--- src/rtl/uart_tx_if.sv ---
// Shared UART types plus the ready/valid byte channel used on the transmit port.
package uart_tx_pkg;

  typedef enum int unsigned {
    BR_9600   = 9600,
    BR_19200  = 19200,
    BR_38400  = 38400,
    BR_57600  = 57600,
    BR_115200 = 115200,
    BR_230400 = 230400,
    BR_460800 = 460800,
    BR_921600 = 921600
  } uart_baud_rate_t;

  function automatic bit is_pow2(input int unsigned v);
    return (v != 0) && ((v & (v - 1)) == 0);
  endfunction

endpackage

interface rv_if #(
  parameter int unsigned DW = 8
);
  logic          valid;
  logic          ready;
  logic [DW-1:0] data;

  modport master (output valid, output data, input  ready);
  modport slave  (input  valid, input  data, output ready);
  modport TX     (output valid, output data, input  ready);
  modport RX     (input  valid, input  data, output ready);
endinterface

--- src/rtl/uart_tx.sv ---
// 8N1 UART transmitter, LSB first: a small byte FIFO feeding a registered-output
// start/data/stop serialiser.
module uart_tx
  import uart_tx_pkg::*;
#(
  parameter int unsigned     CLOCK_FREQ = 100_000_000,
  parameter uart_baud_rate_t BAUD_RATE  = BR_115200,
  parameter int unsigned     FIFO_DEPTH = 4
) (
  input  logic clk,
  input  logic rst_n,
  rv_if.RX     send,
  output logic serial_out,
  output logic tx_ready,
  output logic tx_busy
);

  localparam int unsigned CLKS_PER_BIT = CLOCK_FREQ / int'(BAUD_RATE);
  localparam int unsigned CPB_SAFE     = (CLKS_PER_BIT == 0) ? 1 : CLKS_PER_BIT;
  localparam int unsigned CW           = (CPB_SAFE > 2) ? $clog2(CPB_SAFE) : 1;
  localparam int unsigned AW           = (FIFO_DEPTH > 2) ? $clog2(FIFO_DEPTH) : 1;
  localparam int unsigned PW           = AW + 1;

  localparam longint unsigned BAUD_NOM = longint'(int'(BAUD_RATE));
  localparam longint unsigned BAUD_ACT = longint'(CLOCK_FREQ / CPB_SAFE);
  localparam longint unsigned BAUD_ERR = (BAUD_ACT > BAUD_NOM) ? (BAUD_ACT - BAUD_NOM)
                                                               : (BAUD_NOM - BAUD_ACT);

  if (CLKS_PER_BIT < 2) begin : g_chk_cpb
    $fatal(1, "uart_tx: CLKS_PER_BIT must be at least 2");
  end
  if (!is_pow2(FIFO_DEPTH) || FIFO_DEPTH < 2) begin : g_chk_depth
    $fatal(1, "uart_tx: FIFO_DEPTH must be a power of two and at least 2");
  end
  if (BAUD_ERR * 50 > BAUD_NOM) begin : g_chk_baud
    $fatal(1, "uart_tx: baud rate error exceeds 2 percent");
  end

  typedef enum logic [1:0] {
    IDLE,
    START,
    DATA,
    STOP
  } state_t;

  // FIFO: extra pointer MSB separates full from empty when the indices meet
  logic [7:0]    mem [FIFO_DEPTH];
  logic [PW-1:0] wr_ptr;
  logic [PW-1:0] rd_ptr;
  logic          full;
  logic          empty;
  logic          push;
  logic          pop;
  logic [7:0]    head;

  assign empty = (wr_ptr == rd_ptr);
  assign full  = (wr_ptr[AW] != rd_ptr[AW]) && (wr_ptr[AW-1:0] == rd_ptr[AW-1:0]);
  assign push  = send.valid && !full;
  assign head  = mem[rd_ptr[AW-1:0]];

  assign send.ready = !full;
  assign tx_ready   = !full;

  always_ff @(posedge clk) begin
    if (push) begin
      mem[wr_ptr[AW-1:0]] <= send.data;
    end
  end

  always_ff @(posedge clk or negedge rst_n) begin
    if (!rst_n) begin
      wr_ptr <= '0;
      rd_ptr <= '0;
    end else begin
      if (push) wr_ptr <= wr_ptr + PW'(1);
      if (pop)  rd_ptr <= rd_ptr + PW'(1);
    end
  end

  // Serialiser
  state_t        state, state_n;
  logic [CW-1:0] baud_cnt, baud_cnt_n;
  logic [2:0]    bit_cnt, bit_cnt_n;
  logic [7:0]    shift, shift_n;
  logic          serial_n;
  logic          baud_last;

  assign baud_last = (baud_cnt == CW'(CLKS_PER_BIT - 1));
  assign tx_busy   = (state != IDLE) || !empty;

  always_ff @(posedge clk or negedge rst_n) begin
    if (!rst_n) begin
      state      <= IDLE;
      baud_cnt   <= '0;
      bit_cnt    <= '0;
      shift      <= '0;
      serial_out <= 1'b1;
    end else begin
      state      <= state_n;
      baud_cnt   <= baud_cnt_n;
      bit_cnt    <= bit_cnt_n;
      shift      <= shift_n;
      serial_out <= serial_n;
    end
  end

  always_comb begin
    state_n    = state;
    baud_cnt_n = baud_cnt;
    bit_cnt_n  = bit_cnt;
    shift_n    = shift;
    serial_n   = serial_out;
    pop        = 1'b0;

    case (state)
      IDLE: begin
        serial_n   = 1'b1;
        baud_cnt_n = '0;
        if (!empty) begin
          pop      = 1'b1;
          shift_n  = head;
          state_n  = START;
          serial_n = 1'b0;
        end
      end

      START: begin
        if (baud_last) begin
          state_n    = DATA;
          baud_cnt_n = '0;
          bit_cnt_n  = '0;
          serial_n   = shift[0];
        end else begin
          baud_cnt_n = baud_cnt + CW'(1);
        end
      end

      // The line is registered, so the next bit is taken from shift[1] as the shift happens
      DATA: begin
        if (baud_last) begin
          baud_cnt_n = '0;
          if (bit_cnt == 3'd7) begin
            state_n  = STOP;
            serial_n = 1'b1;
          end else begin
            bit_cnt_n = bit_cnt + 3'd1;
            shift_n   = {1'b0, shift[7:1]};
            serial_n  = shift[1];
          end
        end else begin
          baud_cnt_n = baud_cnt + CW'(1);
        end
      end

      STOP: begin
        if (baud_last) begin
          baud_cnt_n = '0;
          if (!empty) begin
            pop      = 1'b1;
            shift_n  = head;
            state_n  = START;
            serial_n = 1'b0;
          end else begin
            state_n  = IDLE;
            serial_n = 1'b1;
          end
        end else begin
          baud_cnt_n = baud_cnt + CW'(1);
        end
      end

      default: begin
        state_n  = IDLE;
        serial_n = 1'b1;
      end
    endcase
  end

endmodule

--- src/flat_wrapper.sv ---
// flat-port wrapper written by rule: the top's interface ports become plain ports
module uart_tx_flat import uart_tx_pkg::*;
#(
  parameter int unsigned     CLOCK_FREQ = 100_000_000,
  parameter uart_baud_rate_t BAUD_RATE  = BR_115200,
  parameter int unsigned     FIFO_DEPTH = 4
)
  (clk, rst_n, serial_out, tx_ready, tx_busy, send_valid, send_data, send_ready);
  rv_if #(.DW(8)) send_i ();
  input  logic clk;
  input  logic rst_n;
  output logic serial_out;
  output logic tx_ready;
  output logic tx_busy;
  input wire logic [$bits(send_i.valid)-1:0] send_valid;
  input wire logic [$bits(send_i.data)-1:0] send_data;
  output wire logic [$bits(send_i.ready)-1:0] send_ready;
  assign send_i.valid = send_valid;
  assign send_i.data = send_data;
  assign send_ready = send_i.ready;
  uart_tx #(.CLOCK_FREQ(CLOCK_FREQ), .BAUD_RATE(BAUD_RATE), .FIFO_DEPTH(FIFO_DEPTH)) u_core (.clk(clk), .rst_n(rst_n), .send(send_i), .serial_out(serial_out), .tx_ready(tx_ready), .tx_busy(tx_busy));
endmodule
--- config.mk ---
export PLATFORM = sky130hd
export DESIGN_NAME = uart_tx_flat
export DESIGN_NICKNAME = d
export VERILOG_FILES = /design/src/rtl/uart_tx_if.sv /design/src/rtl/uart_tx.sv /design/src/flat_wrapper.sv
export SDC_FILE = /design/constraint.sdc
export NUM_CORES = 1
export LEC_CHECK = 0
export CELL_PAD_IN_SITES_DETAIL_PLACEMENT = 1
export CELL_PAD_IN_SITES_GLOBAL_PLACEMENT = 1
export CORE_ASPECT_RATIO = 1.75
export CORE_MARGIN = 2
export CORE_UTILIZATION = 35
export DETAILED_ROUTE_END_ITERATION = 12
export DONT_BUFFER_PORTS = 1
export GPL_ROUTABILITY_DRIVEN = 0
export GPL_TIMING_DRIVEN = 0
export HOLD_SLACK_MARGIN = 0.12
export PLACE_DENSITY = 0.61
export SYNTH_ARGS = -nofsm -noshare
export SYNTH_HDL_FRONTEND = slang
export SYNTH_SLANG_ARGS = --single-unit
--- constraint.sdc ---
create_clock -name clk -period 1.95 [get_ports clk]
set_input_delay 0.195 -clock clk [delete_from_list [all_inputs] [get_ports clk]]
set_output_delay 0.195 -clock clk [all_outputs]
set_load 0.01 [all_outputs]
======== Yosys cells after proc, flatten, opt, wreduce, memory -nomap -nowiden ========
Memories as Yosys holds them, arrays and structs flattened.
Index checks and enable logic that the tools add are counted.
storage, ports and cells
  register bits after elaboration ......... 30
  memories ................................ 1
  RAM bits ................................ 32
  bits of input ports ..................... 11
operators by class
  equal/unequal tests ..................... 14
  reductions and logical operators ........ 14
  multiplexer cells ....................... 29
  $add $sub $neg .......................... 4
memories
  memory      words  width  rd ports  clocked after Yosys merged registers in  wr ports  RTL line       source
  u_core.mem  4      8      1         0                                        1         uart_tx.sv:47  logic [7:0] mem [FIFO_DEPTH];
operators with widths
  kind                                                             number
  8-bit two-way mux                                                4
  8-bit case mux with 3 select lines                               1
  10-bit case mux with 2 select lines                              1
  10-bit by 1-bit adder with 10-bit output, second input constant  1
  10-bit equality test, second input constant                      1
  1-bit two-way mux                                                10
  10-bit two-way mux                                               1
  2-bit two-way mux                                                5
  3-bit by 1-bit adder with 3-bit output, second input constant    3
  3-bit two-way mux                                                3
  2-bit by 1-bit != test with 1-bit output, second input constant  4
  2-bit case mux with 4 select lines                               1
  4-bit AND reduction                                              2
  3-bit case mux with 2 select lines                               1
  5-bit AND reduction                                              1
  2-bit equality test, second input constant                       2
  2-bit != test, second input constant                             2
  1-bit case mux with 4 select lines                               1
  2-bit nonzero test                                               2
  3-bit equality test                                              1
  3-bit equality test, second input constant                       1
  3-bit AND reduction                                              1
  3-bit nonzero test                                               1
  3-bit OR reduction                                               1
  other kinds (8)                                                  10

======== Logic depth before layout (Yosys ltp) ========
  word-level depth ........................ 6
  depth in mapped cells ................... 7
  gate-level depth less buffers ........... 6

======== Worst setup path before layout ========
No wires, ideal clock.
  path kind ............................... reg2reg
  start ................................... reg u_core.baud_cnt[0]
  end ..................................... reg u_core.shift[0]
  library setup time ...................... 0.125 ns
  slack ................................... 0.107 ns
  path buffers ............................ 1
  arrival time ............................ 1.719 ns
  period minus slack after synthesis ...... 1.843 ns
  cell stages (with the launch flop) ...... 7
  path through ............................ dfrtp_1 > ha_1 > nor4b_4 > and3_1 > o221a_2 > buf_4 > mux2_2
between the ends
  word-level cells in the longest chain between the ends .. 3
RTL lines
  item                                                RTL line        source
  from (decl)                                         uart_tx.sv:82   logic [CW-1:0] baud_cnt, baud_cnt_n;
  from (signal assigned)                              uart_tx.sv:100  baud_cnt <= baud_cnt_n;
  10-bit equality test (*)                            uart_tx.sv:88   assign baud_last = (baud_cnt == CW'(CLKS_PER_BIT - 1));
  2-bit by 1-bit != test with 1-bit output (no line)  -
  4-bit AND reduction (no line) (*)                   -
  to (signal assigned)                                uart_tx.sv:102  shift <= shift_n;
  to (decl)                                           uart_tx.sv:84   logic [7:0] shift, shift_n;
Every way passes the cells marked *; elsewhere a longest branch is shown, timed or not.
A chain may end at the register's enable or synchronous reset.

======== Final worst setup path ========
  start ................................... reg u_core.baud_cnt[0]
  end ..................................... reg u_core.shift[4]
The elaborated chain is that of the path after synthesis.

==> metrics.md <==
| Metric | Value |
|---|---|
| Outcome | `finished, final reports clean` |
| Crit path arrival time | `2080 ps` |
| Sequential share of power | `0.352` |
| Post-synthesis compound-gate area fraction | `0.0411` |
| Pwr Density | `1640 nW/um2` |
| Setup TNS | `0 ps` |
| Commonest non-fill, non-tap cells in the layout | `edfxtp_1 (32), dfrtp_1 (28), mux2_2 (17)` |
| Initial DRC Count | `58` |
| RR Endpoint | `u_core.shift[4]` |
| Hold-critical path endpoint | `u_core.wr_ptr[0]` |
| Final period util | `0.961` |
| Total global routing overflow | `0` |
| Fin worst setup slack | `around 77 ps` |
| Leakage | `~1.4 nW` |
| DR top layer | `met4` |
| Fraction of layout cells with a size suffix above 1 | `0.283` |
| Clock insertion delay at the later pin of the skew report | `330 ps` |
| Wire per inst | `roughly 17 um` |
| FF-to-FF Start | `u_core.baud_cnt[0]` |
| Net switching power | `0.00192 W` |
| Logic pwr share | `0.392` |
| Mapped Area | `roughly 2900 um2` |
| Diode count | `0` |
| Final net count | `246` |
| CTS tree | `built` |
| Skew final | `approximately 4.7 ps` |
| Avg Inst Size Synth | `14.9 um2` |
| Worst reg-to-reg setup slack | `80 ps` |
| CP required | `2160 ps` |
| Post-Synth Simple-Gate Area | `0.0912` |
| Die H | `125 um` |
| Total Power | `0.00578 W` |
| Count of final hold-check violations | `0` |
| DR pass1 iterations | `5` |
| Worst R2R Path Depth | `6` |
| Number of global-route vias before repair | `1846` |
| Max Clk Rate | `0.534 GHz` |
| Synth Area in XOR/XNOR | `0.0531` |
| Adder-cell share of the synthesized area | `0.0600` |
| CP endpoint kind | `flip-flop` |
| Fin area | `about 3500 um2` |
| Int Pwr | `0.00385 W` |
| Die ar. | `9120 um2` |
| Initial antenna violation count | `0` |
| DP HPWL | `3650 um` |
| Crit path launch | `u_core.baud_cnt[0]` |
| #FFs+latches synth | `between 60 and 70` |
| Port buffer count | `0` |
| Hold crit path type | `in -> reg` |
| Chip Width | `73.1 um` |
| Worst Tran Pin Value | `439 ps` |
| Post-synthesis mux area share | `0.143` |
| Total CTS buffers | `9` |
| RSZ-0062 raised after global routing | `false` |
| Ys Warns | `0` |
| Maximum vdd drop | `about 0.75 mV` |
| Antenna Nets Post-Route | `0` |
| Max Cap Viol | `0` |
| H-tree depth | `3` |
| Mapped Nets | `about 220` |
| Max Root-Sink Buffers | `2` |
| Std-Cell Rows | `44` |
| Hold depth | `3` |
| Dpl ws | `-231 ps` |
| Clock transition at path regs | `60 ps` |
| Met1 wire length | `between 2000 and 2500 um` |
| Cells after Synth | `196` |
| Startpoint Class | `flip-flop` |
| Top-level I/O count | `15` |
| Vias after detailed routing | `1626` |
| Routed WL | `between 5000 and 6000 um` |
| Commonest non-fill, non-tap cell in the layout | `edfxtp_1` |
| Hold Startpoint | `send_valid` |
| Post-DR vias/cell | `5.11` |
| Starting Density | `0.356` |
| Clock root cell | `clkbuf_16` |
| Distinct cells, synth | `38` |
| Area after DPL | `3040 um2` |
| Clk network pwr share | `0.256` |
| Met3 Wirelength | `approximately 110 um` |
| Final Slew Violations | `0` |
| Switching part of the total | `0.333` |
| Final setup viols | `0` |
| First-pass GRT wire length | `9130 um` |
| Largest net degree at the start of global routing | `31` |
| Crit path kind | `reg -> reg` |
| Crit Path Max Fanout | `8` |
| GRT Util Overall | `0.135` |
| Post-layout min period | `~1900 ps` |
| Remaining DRCs | `0` |
| # clock sinks | `between 60 and 70` |
| Core Area | `8200 um2` |
| Area grow syn2layout | `20.3%` |
| Max transition margin | `0.708` |
| Sequential share of the synthesized area | `0.586` |
| Met2 routed WL | `~3000 um` |
| Largest family of logic cells by synthesized area | `multiplexers` |
[area by class of cell]
cell class / instances / area, um2
tap: 92 / 115
fill: 808 / 4690
inverter: 6 / 22.5
sequential: 62 / 1710
buffer: 7 / 60.1
clock buffer: 9 / 225
clock inverter: 7 / 55.1
timing repair buffer: 14 / 140
multi-input combinational: 121 / 1180
[sequential cells by signal (all words and copies together) (netlist names)]
register	flops
u_core.baud_cnt	10
u_core.serial_out	1
u_core.state	2
u_core.shift	8
u_core.mem	32
u_core.wr_ptr	3
u_core.bit_cnt	3
u_core.rd_ptr	3
[how the worst max path moves through the flow]
stage | end | depth (start not counted)
final | u_core.shift[4] | 6
after global routing | u_core.shift[4] | 6
after CTS | u_core.shift[4] | 6
after global placement | u_core.mem[3][3] | 4
after floorplan | u_core.shift[0] | 6
after detailed placement | u_core.mem[3][2] | 4
[cells in the mapped netlist (all sizes together)]
master	number	area [um2]
and3	4	25.0
mux4	8	210
o21ai	4	20.0
a21oi	1	5.00
o221a	1	11.3
mux2	18	206
a2111oi	1	8.76
xnor2	7	76.3
dfstp	1	26.3
and2b	1	8.76
buf	5	45.0
nor3	3	15.0
nor2	14	52.6
a211o	2	17.5
or2	1	6.26
ha	14	175
o22a	1	8.76
inv	6	22.5
nand4	3	18.8
nand3	7	35.0
nor2b	1	6.26
a41o	1	10.0
nand2	7	26.3
edfxtp	32	961
a41oi	1	8.76
dfrtp	29	726
and2	5	31.3
a31oi	2	12.5
and3b	1	8.76
a22o	2	17.5
nor4b	2	32.5
clkbuf	2	7.51
xor2	9	78.8
[stage by stage]
stage | utilization | hold slack [ps] | instances
finish | 0.428 | 160 | 318
global route | 0.428 | 170 | 318
CTS | 0.424 | 156 | 317
detailed placement | 0.370 | -99.8 | 288
global placement | 0.370 | -99.8 | 288
floorplan | - | -101 | 196
[per-layer routing]
metal  GRT usage  vias up
met5           0        -
met4      0.0588        0
met3      0.0445        6
met2       0.236       13
met1       0.142      824
li1            -      783
[kinds of logic (layout without fill, tap and decap cells)]
family                     after synthesis  after routing
AOI/OAI and AO/OA                       16             16
xor gates and xnor gates                16             16
adders and majority gates               14             14
buffers and inverters                   13             43
DFF                                     62             62
muxes                                   26             26
and+or+nand+nor                         49             49
[critical path, stage by stage, from the launching register on]
cell and delay [ps]:
dfrtp_2 390, ha_4 180, nor4b_4 280, and3_4 240, o221a_2 190, buf_6 140, mux2_2 330
[what timing repair did]
item	CTS	global route
setup endpoints to repair	53	24
hold buffers	10	0
buffers inserted	3	1
hold endpoints to repair	62	0
pin swaps	0	1
gates resized for setup	9	9
[power by group through the flow]
| stage | combinational (W) | sequential [W] | clock (W) |
|---|---|---|---|
| after floorplan | 0.00170 | 0.00200 | 0 |
| after global placement | 0.00207 | 0.00205 | 0 |
| after detailed placement | 0.00211 | 0.00206 | 0 |
| after CTS | 0.00224 | 0.00205 | 0.00153 |
| after global routing | 0.00252 | 0.00208 | 0.00158 |
| final | 0.00226 | 0.00203 | 0.00148 |
(Power assumes the default switching activity.)
